<file path="src/rtl/amx_mouse_rx_if.sv">
// rtl/amx_mouse_rx_if.sv - AMX port pins and ps2_mouse packet bundle
interface amx_mouse_rx_if;
    logic [6:0]  din;
    logic        sel;
    logic [24:0] ps2_mouse;

    modport master (input din, output sel, output ps2_mouse);
    modport slave  (output din, input sel, input ps2_mouse);
endinterface

</file>
<file path="src/rtl/amx_mouse_rx.sv">
// rtl/amx_mouse_rx.sv - AMX joystick-port mouse reader producing ps2_mouse packets
module amx_mouse_rx #(
    parameter int POLL_DIV  = 4096,
    parameter int SEL_W     = 4,
    parameter int STEP      = 4,
    parameter int PKT_POLLS = 8
) (
    input  logic            clk_sys,
    input  logic            reset,
    amx_mouse_rx_if.master  bus
);
    localparam int PCW = $clog2(POLL_DIV);
    localparam int SCW = $clog2(SEL_W);
    localparam int PW  = $clog2(PKT_POLLS + 1);

    localparam logic [PCW-1:0] PC_RESET  = PCW'(POLL_DIV - 1);
    localparam logic [PCW-1:0] PC_RELOAD = PCW'(POLL_DIV - SEL_W - 3);
    localparam logic [SCW-1:0] SEL_LAST  = SCW'(SEL_W - 1);
    localparam logic [PW-1:0]  PKT_MAX   = PW'(PKT_POLLS);
    localparam logic signed [12:0] STEP_S = 13'(STEP);

    localparam logic [1:0] S_WAIT = 2'd0;
    localparam logic [1:0] S_SEL  = 2'd1;
    localparam logic [1:0] S_ACC  = 2'd2;
    localparam logic [1:0] S_EMIT = 2'd3;

    logic [1:0]        state;
    logic [PCW-1:0]    pcnt;
    logic [SCW-1:0]    scnt;
    logic [PW-1:0]     pollc;
    logic [6:0]        dsync1;
    logic [6:0]        dsync;
    logic [6:0]        smp;
    logic signed [11:0] accx;
    logic signed [11:0] accy;
    logic [2:0]        btn;
    logic [2:0]        last_btn;
    logic              sel_q;
    logic [24:0]       pkt;

    logic signed [11:0] accx_add;
    logic signed [11:0] accy_add;
    logic [8:0]         rep_x;
    logic [8:0]         rep_y;
    logic               emit;

    // Saturating add of one direction pulse; 00/11 codes leave the value alone.
    function automatic logic signed [11:0] step_sat(input logic signed [11:0] a,
                                                    input logic up, input logic dn);
        logic signed [12:0] s;
        logic signed [11:0] r;
        s = {a[11], a};
        if (up)
            s = s + STEP_S;
        else if (dn)
            s = s - STEP_S;
        if (s > 13'sd2047)
            r = 12'sd2047;
        else if (s < -13'sd2048)
            r = -12'sd2048;
        else
            r = s[11:0];
        return r;
    endfunction

    function automatic logic [8:0] clamp9(input logic signed [11:0] a);
        logic [8:0] r;
        if (a > 12'sd255)
            r = 9'h0FF;
        else if (a < -12'sd256)
            r = 9'h100;
        else
            r = a[8:0];
        return r;
    endfunction

    always_comb begin
        accx_add = step_sat(accx, smp[1:0] == 2'b01, smp[1:0] == 2'b10);
        accy_add = step_sat(accy, smp[3:2] == 2'b10, smp[3:2] == 2'b01);
        rep_x    = clamp9(accx);
        rep_y    = clamp9(accy);
        emit     = (pollc >= PKT_MAX) &&
                   ((accx != '0) || (accy != '0) || (btn != last_btn));
    end

    always_ff @(posedge clk_sys) begin
        if (reset) begin
            state    <= S_WAIT;
            pcnt     <= PC_RESET;
            scnt     <= '0;
            pollc    <= '0;
            dsync1   <= '0;
            dsync    <= '0;
            smp      <= '0;
            accx     <= '0;
            accy     <= '0;
            btn      <= '0;
            last_btn <= '0;
            sel_q    <= 1'b0;
            pkt      <= '0;
        end else begin
            dsync1 <= bus.din;
            dsync  <= dsync1;
            case (state)
                S_WAIT: begin
                    if (pcnt == '0) begin
                        state <= S_SEL;
                        scnt  <= SEL_LAST;
                        sel_q <= 1'b1;
                    end else begin
                        pcnt <= pcnt - PCW'(1);
                    end
                end
                S_SEL: begin
                    if (scnt == '0) begin
                        smp   <= dsync;
                        sel_q <= 1'b0;
                        state <= S_ACC;
                    end else begin
                        scnt <= scnt - SCW'(1);
                    end
                end
                S_ACC: begin
                    accx <= accx_add;
                    accy <= accy_add;
                    btn  <= {smp[6], smp[4], smp[5]};
                    if (pollc != PKT_MAX)
                        pollc <= pollc + PW'(1);
                    state <= S_EMIT;
                end
                default: begin
                    // Reload accounts for the SEL, ACC and EMIT cycles so the poll period is exact.
                    if (emit) begin
                        pkt      <= {~pkt[24], rep_y[7:0], rep_x[7:0], 2'b00,
                                     rep_y[8], rep_x[8], 1'b1, btn};
                        pollc    <= '0;
                        accx     <= accx - $signed({{3{rep_x[8]}}, rep_x});
                        accy     <= accy - $signed({{3{rep_y[8]}}, rep_y});
                        last_btn <= btn;
                    end
                    pcnt  <= PC_RELOAD;
                    state <= S_WAIT;
                end
            endcase
        end
    end

    assign bus.sel       = sel_q;
    assign bus.ps2_mouse = pkt;
endmodule

</file>
<file path="src/flat_wrapper.sv">
// flat-port wrapper written by rule: the top's interface ports become plain ports
module amx_mouse_rx_flat 
#(
    parameter int POLL_DIV  = 4096,
    parameter int SEL_W     = 4,
    parameter int STEP      = 4,
    parameter int PKT_POLLS = 8
)
  (clk_sys, reset, bus_din, bus_sel, bus_ps2_mouse);
  amx_mouse_rx_if bus_i ();
  input  logic clk_sys;
  input  logic reset;
  input wire logic [$bits(bus_i.din)-1:0] bus_din;
  output wire logic [$bits(bus_i.sel)-1:0] bus_sel;
  output wire logic [$bits(bus_i.ps2_mouse)-1:0] bus_ps2_mouse;
  assign bus_i.din = bus_din;
  assign bus_sel = bus_i.sel;
  assign bus_ps2_mouse = bus_i.ps2_mouse;
  amx_mouse_rx #(.POLL_DIV(POLL_DIV), .SEL_W(SEL_W), .STEP(STEP), .PKT_POLLS(PKT_POLLS)) u_core (.clk_sys(clk_sys), .reset(reset), .bus(bus_i));
endmodule
</file>
<file path="config.mk">
export PLATFORM = sky130hd
export DESIGN_NAME = amx_mouse_rx_flat
export DESIGN_NICKNAME = d
export VERILOG_FILES = /design/src/rtl/amx_mouse_rx_if.sv /design/src/rtl/amx_mouse_rx.sv /design/src/flat_wrapper.sv
export SDC_FILE = /design/constraint.sdc
export NUM_CORES = 1
export LEC_CHECK = 0
export CAP_MARGIN = 30
export CORE_ASPECT_RATIO = 0.5
export CORE_MARGIN = 4
export CORE_UTILIZATION = 65
export DETAILED_ROUTE_END_ITERATION = 6
export PLACE_DENSITY = 0.94
export SYNTH_ARGS = -nofsm -noshare
export SYNTH_HDL_FRONTEND = slang
export SYNTH_SLANG_ARGS = --single-unit
</file>
<file path="constraint.sdc">
create_clock -name clk_sys -period 5.5 [get_ports clk_sys]
set_input_delay 1.1 -clock clk_sys [delete_from_list [all_inputs] [get_ports clk_sys]]
set_output_delay 1.1 -clock clk_sys [all_outputs]
set_load 0.01 [all_outputs]
</file>
==> results.py <==
metrics = {
    "setup_path": {
        "worstPathMaxFanout": 28,
        "worstSetupPathType": "reg -> reg",
        "cpPeakStageDelay_ps": 640,
        "critPathTopFamily": "compound AO/OA/AOI/OAI gates",
        "reg2reg_depth": 9,
        "critPathSlowestCell": "o21ai_4",
        "r2r_slack_ps": 1840,
        "reg2reg_to": "u_core.accx[9]$_SDFFE_PP0P_",
        "arrival_ps": 3930,
        "crit_buf_inv": 1,
        "critPathCaptureType": "flip-flop",
        "cp_cell_sequence": "inv_1, ha_1, or4b_1, or4_1, o41a_1, o21ai_4, a21oi_1, a21boi_1, o31ai_1",
        "worstPathRequired_ps": 5770,
        "start_kind": "flip-flop",
        "r2r-start": "u_core.accx[3]$_SDFFE_PP0P_",
    },
    "floorplan": {
        "start_util_pct": 68.5,
        "fp.dieW_um": 139,
        "die_h_um": 73.6,
        "dieArea_sq_um": 10200,
        "core-area_sq_um": 8170,
        "rows": 23,
        "io_pins": 35,
    },
    "power_and_ir_drop": {
        "p_int_mw": 1.14,
        "switching_share_pct": 31.2,
        "p_switching_mw": 0.519,
        "power_density_nw_per_um2": 268,
        "combPwrFrac_pct": 20.3,
        "p_leak_nw": 2.29,
        "p_clk_share_pct": 36.8,
        "vdd_ir_drop_max_mv": 0.215,
        "seqPwrFrac_pct": 42.9,
        "total_power_mw": 1.66,
    },
    "yosys": {
        "yosys.area.top_type": "dfxtp_1",
        "synth.area.top_cells": "dfxtp_1 33%, ha_1 7.6%, nor2_1 5.8%",
        "synth_cells": 712,
        "synth-compound-area-share_pct": 20.5,
        "yosys_warnings": 0,
        "synth_seq_cells": 92,
        "synth-xor-area-share_pct": 6.10,
        "synth.top_cell.area_share_pct": 32.9,
        "yosys.area_share.simple_pct": 24.6,
        "syn_area_per_cell_sq_um": 7.86,
        "synth.distinct_cells": 71,
        "netlist_area_sq_um": 5600,
        "ys.flop_type": "dfxtp_1",
        "yosysSeqAreaShare_pct": 32.9,
        "synthMuxAreaShare_pct": 2.21,
        "synth_top_family_by_area": "simple AND/OR/NAND/NOR gates",
        "synth_edf_count": 0,
        "ys_async_sr_fraction_pct": 0,
        "synth_adder_area_share_pct": 8.50,
    },
    "job": {
        "drv_cap": 0,
    },
    "routing": {
        "drt-total-wl_um": 13800,
        "initialDrtViolationCount": 597,
        "drt_first_pass_iters": 6,
        "vias_per_cell": 6.32,
        "ant_nets": 0,
        "drc": 0,
        "avgRoutedWirePerCell_um": 16.5,
        "vias": 5287,
    },
    "cts": {
        "cts.sinks": 92,
        "root_buffer": "clkbuf_16",
        "cts_tree": "built",
        "cts_resized": 0,
        "postCtsSetupBuffers": 0,
        "clockBufferDepth": 2,
        "htree_num_levels": 3,
        "numCtsBuffers": 9,
        "worstSkewPairLatency_ps": 350,
        "clkTransAtPathRegs_ps": 70,
        "postCtsHoldBufs": 0,
    },
    "place": {
        "dpl_cell_area_sq_um": 5920,
        "dp_cells": 820,
        "io_buffer_count": 32,
        "dpl.hpwl_um": 9210,
        "place.gp.congestion": 0.959,
    },
    "sta": {
        "final_max_slew_viol_count": 0,
        "skew_ps": 6.50,
        "max_slew.worst_pin.slew_ps": 838,
        "rsz0062_at_grt": "no",
        "fin_crit_sh_pct": 66.6,
        "fin_setup_tns_ps": 0,
        "period_minus_slack_ps": 3660,
        "hold_violations": 0,
        "relSlewSlack_pct": 42.5,
        "clock.fmax_ghz": 0.273,
        "fin_hold_ws_ps": 438,
        "finalSetupViolCount": 0,
    },
    "final_layout": {
        "final_area_sq_um": 6220,
        "drive_gt1_share_pct": 4.28,
        "nets": 764,
        "antennaDiodeCount": 0,
        "finalNonFillerCells": 836,
        "n_fill_cell": 580,
        "area_delta_synth_final_pct": 11.1,
    },
    "grt": {
        "gr-total-overflow": 0,
        "globalRouteTotalUtil_pct": 26.7,
        "grt_max_degree": 65,
        "grt_pass1_vias": 4795,
        "grt_pass1_wl_um": 22400,
        "antenna_found_initial": 0,
    },
    "min_path": {
        "hp-start": "u_core.dsync[3]$_SDFF_PP0_",
        "min_path_type": "reg -> reg",
        "whs_endpoint": "u_core.smp[3]$_SDFFE_PP0P_",
        "min_delay_path_depth": 2,
    },
    "outcome": {
        "run_status": "finished, final reports clean",
    },
}
-- layer usage --
layer  part of all wire (%)  vias to the layer above  wire, um  track usage [%]
met4                    1.7                        0       229             8.13
met1                     43                     2425      5970             34.2
met5                      0                        -         0                0
li1                       -                     2543         -                -
met3                    9.1                       34      1260             7.15
met2                     46                      285      6320             45.1
-- metrics by stage --
step | worst slack (ps) | utilization (%)
after floorplan | 2400 | -
after global placement | 2050 | 72.1
after detailed placement | 1960 | 72.5
after CTS | 1940 | 76.1
after global routing | 1620 | 76.1
final | 1840 | 76.1
-- worst max path at each step --
stage | startpoint | to | slack, ps | cells after the start
2_1_floorplan | u_core.accy[8]$_SDFFE_PP0P_ | u_core.accy[10]$_SDFFE_PP0P_ | 2400 | 15
4_1_cts | u_core.accx[3]$_SDFFE_PP0P_ | u_core.accx[9]$_SDFFE_PP0P_ | 1940 | 9
3_5_place_dp | u_core.accx[3]$_SDFFE_PP0P_ | u_core.accx[9]$_SDFFE_PP0P_ | 1960 | 9
3_3_place_gp | u_core.accx[2]$_SDFFE_PP0P_ | u_core.bus.ps2_mouse[10]$_SDFFE_PP0P_ | 2050 | 9
6_report | u_core.accx[3]$_SDFFE_PP0P_ | u_core.accx[9]$_SDFFE_PP0P_ | 1840 | 9
5_1_grt | u_core.accx[9]$_SDFFE_PP0P_ | u_core.accx[9]$_SDFFE_PP0P_ | 1620 | 11
-- registers in the layout, indices dropped and copies added (netlist names) --
name and cells:
u_core.state 2, u_core.dsync 7, u_core.last_btn 2, u_core.accx 12, u_core.smp 7, u_core.dsync1 7, u_core.accy 12, u_core.pollc 4
u_core.scnt 2, u_core.bus.sel 1, u_core.pcnt 12, u_core.btn 3, u_core.bus.ps2_mouse 21
-- cells in the mapped netlist, types with 4 or more instances --
master and n:
a221oi_1 5, nor2b_1 18, and2_1 4, or4b_1 4, and3_1 4, a211oi_1 9
nand2_1 75, clkbuf_1 29, ha_1 34, or3_1 6, a22oi_1 6, a31oi_1 8
buf_2 7, nor4_1 4, a311oi_1 4, dfxtp_1 92, nor3_1 26, xor2_1 13
a21oi_1 64, nor2_1 87, o2111ai_1 5, o21ai_0 39, nor4b_1 5, or4_1 7
nand4_1 4, xnor2_1 26, o22ai_1 4, o21a_1 6, nand3b_1 5, inv_1 29
nand3_1 15, mux2i_1 9
-- tightest hold or removal path: stages, from the launching register on --
cell	delay [ps]
dfxtp_1	300
nand2_1	50
a21oi_1	50
-- cell families after synthesis --
logic type,count (synthesis)
AND/OR/NAND/NOR,280
AO/OA/AOI/OAI,181
flip-flops,92
buffers and inverters,70
XOR/XNOR,39
adder cells (fa/ha/maj),37
multiplexers,12
other,1
-- area by class of cell --
class | instances | area, sq um | area share (%)
multi-input cells | 551 | 3470 | 55.8
flip-flops and latches | 92 | 1840 | 29.6
repair buffers | 35 | 358 | 5.76
clock buffers | 9 | 225 | 3.62
well taps | 112 | 140 | 2.25
inverters | 30 | 113 | 1.81
clock inverters | 7 | 68.8 | 1.11
-- power groups by stage --
| stage | Combinational (mW) | Clock (mW) | Sequential, mW |
|---|---|---|---|
| 5_1_grt | 0.368 | 0.648 | 0.717 |
| 3_5_place_dp | 0.324 | 0 | 0.728 |
| 2_1_floorplan | 0.270 | 0 | 0.719 |
| 3_3_place_gp | 0.314 | 0 | 0.726 |
| 4_1_cts | 0.329 | 0.617 | 0.713 |
| 6_report | 0.337 | 0.613 | 0.714 |
-- cells in the final DEF, fill, tap and decap left out, types with 13 or more instances in the layout --
master / Yosys / layout
a21oi_1: 64 / 64
clkdlybuf4s50_1: 0 / 31
dfxtp_1: 92 / 92
ha_1: 34 / 34
inv_1: 29 / 29
nand2_1: 75 / 75
nand3_1: 15 / 15
nor2_1: 87 / 87
nor2b_1: 18 / 18
nor3_1: 26 / 26
o21ai_0: 39 / 39
xnor2_1: 26 / 26
xor2_1: 13 / 13
(Power assumes the default switching activity.)
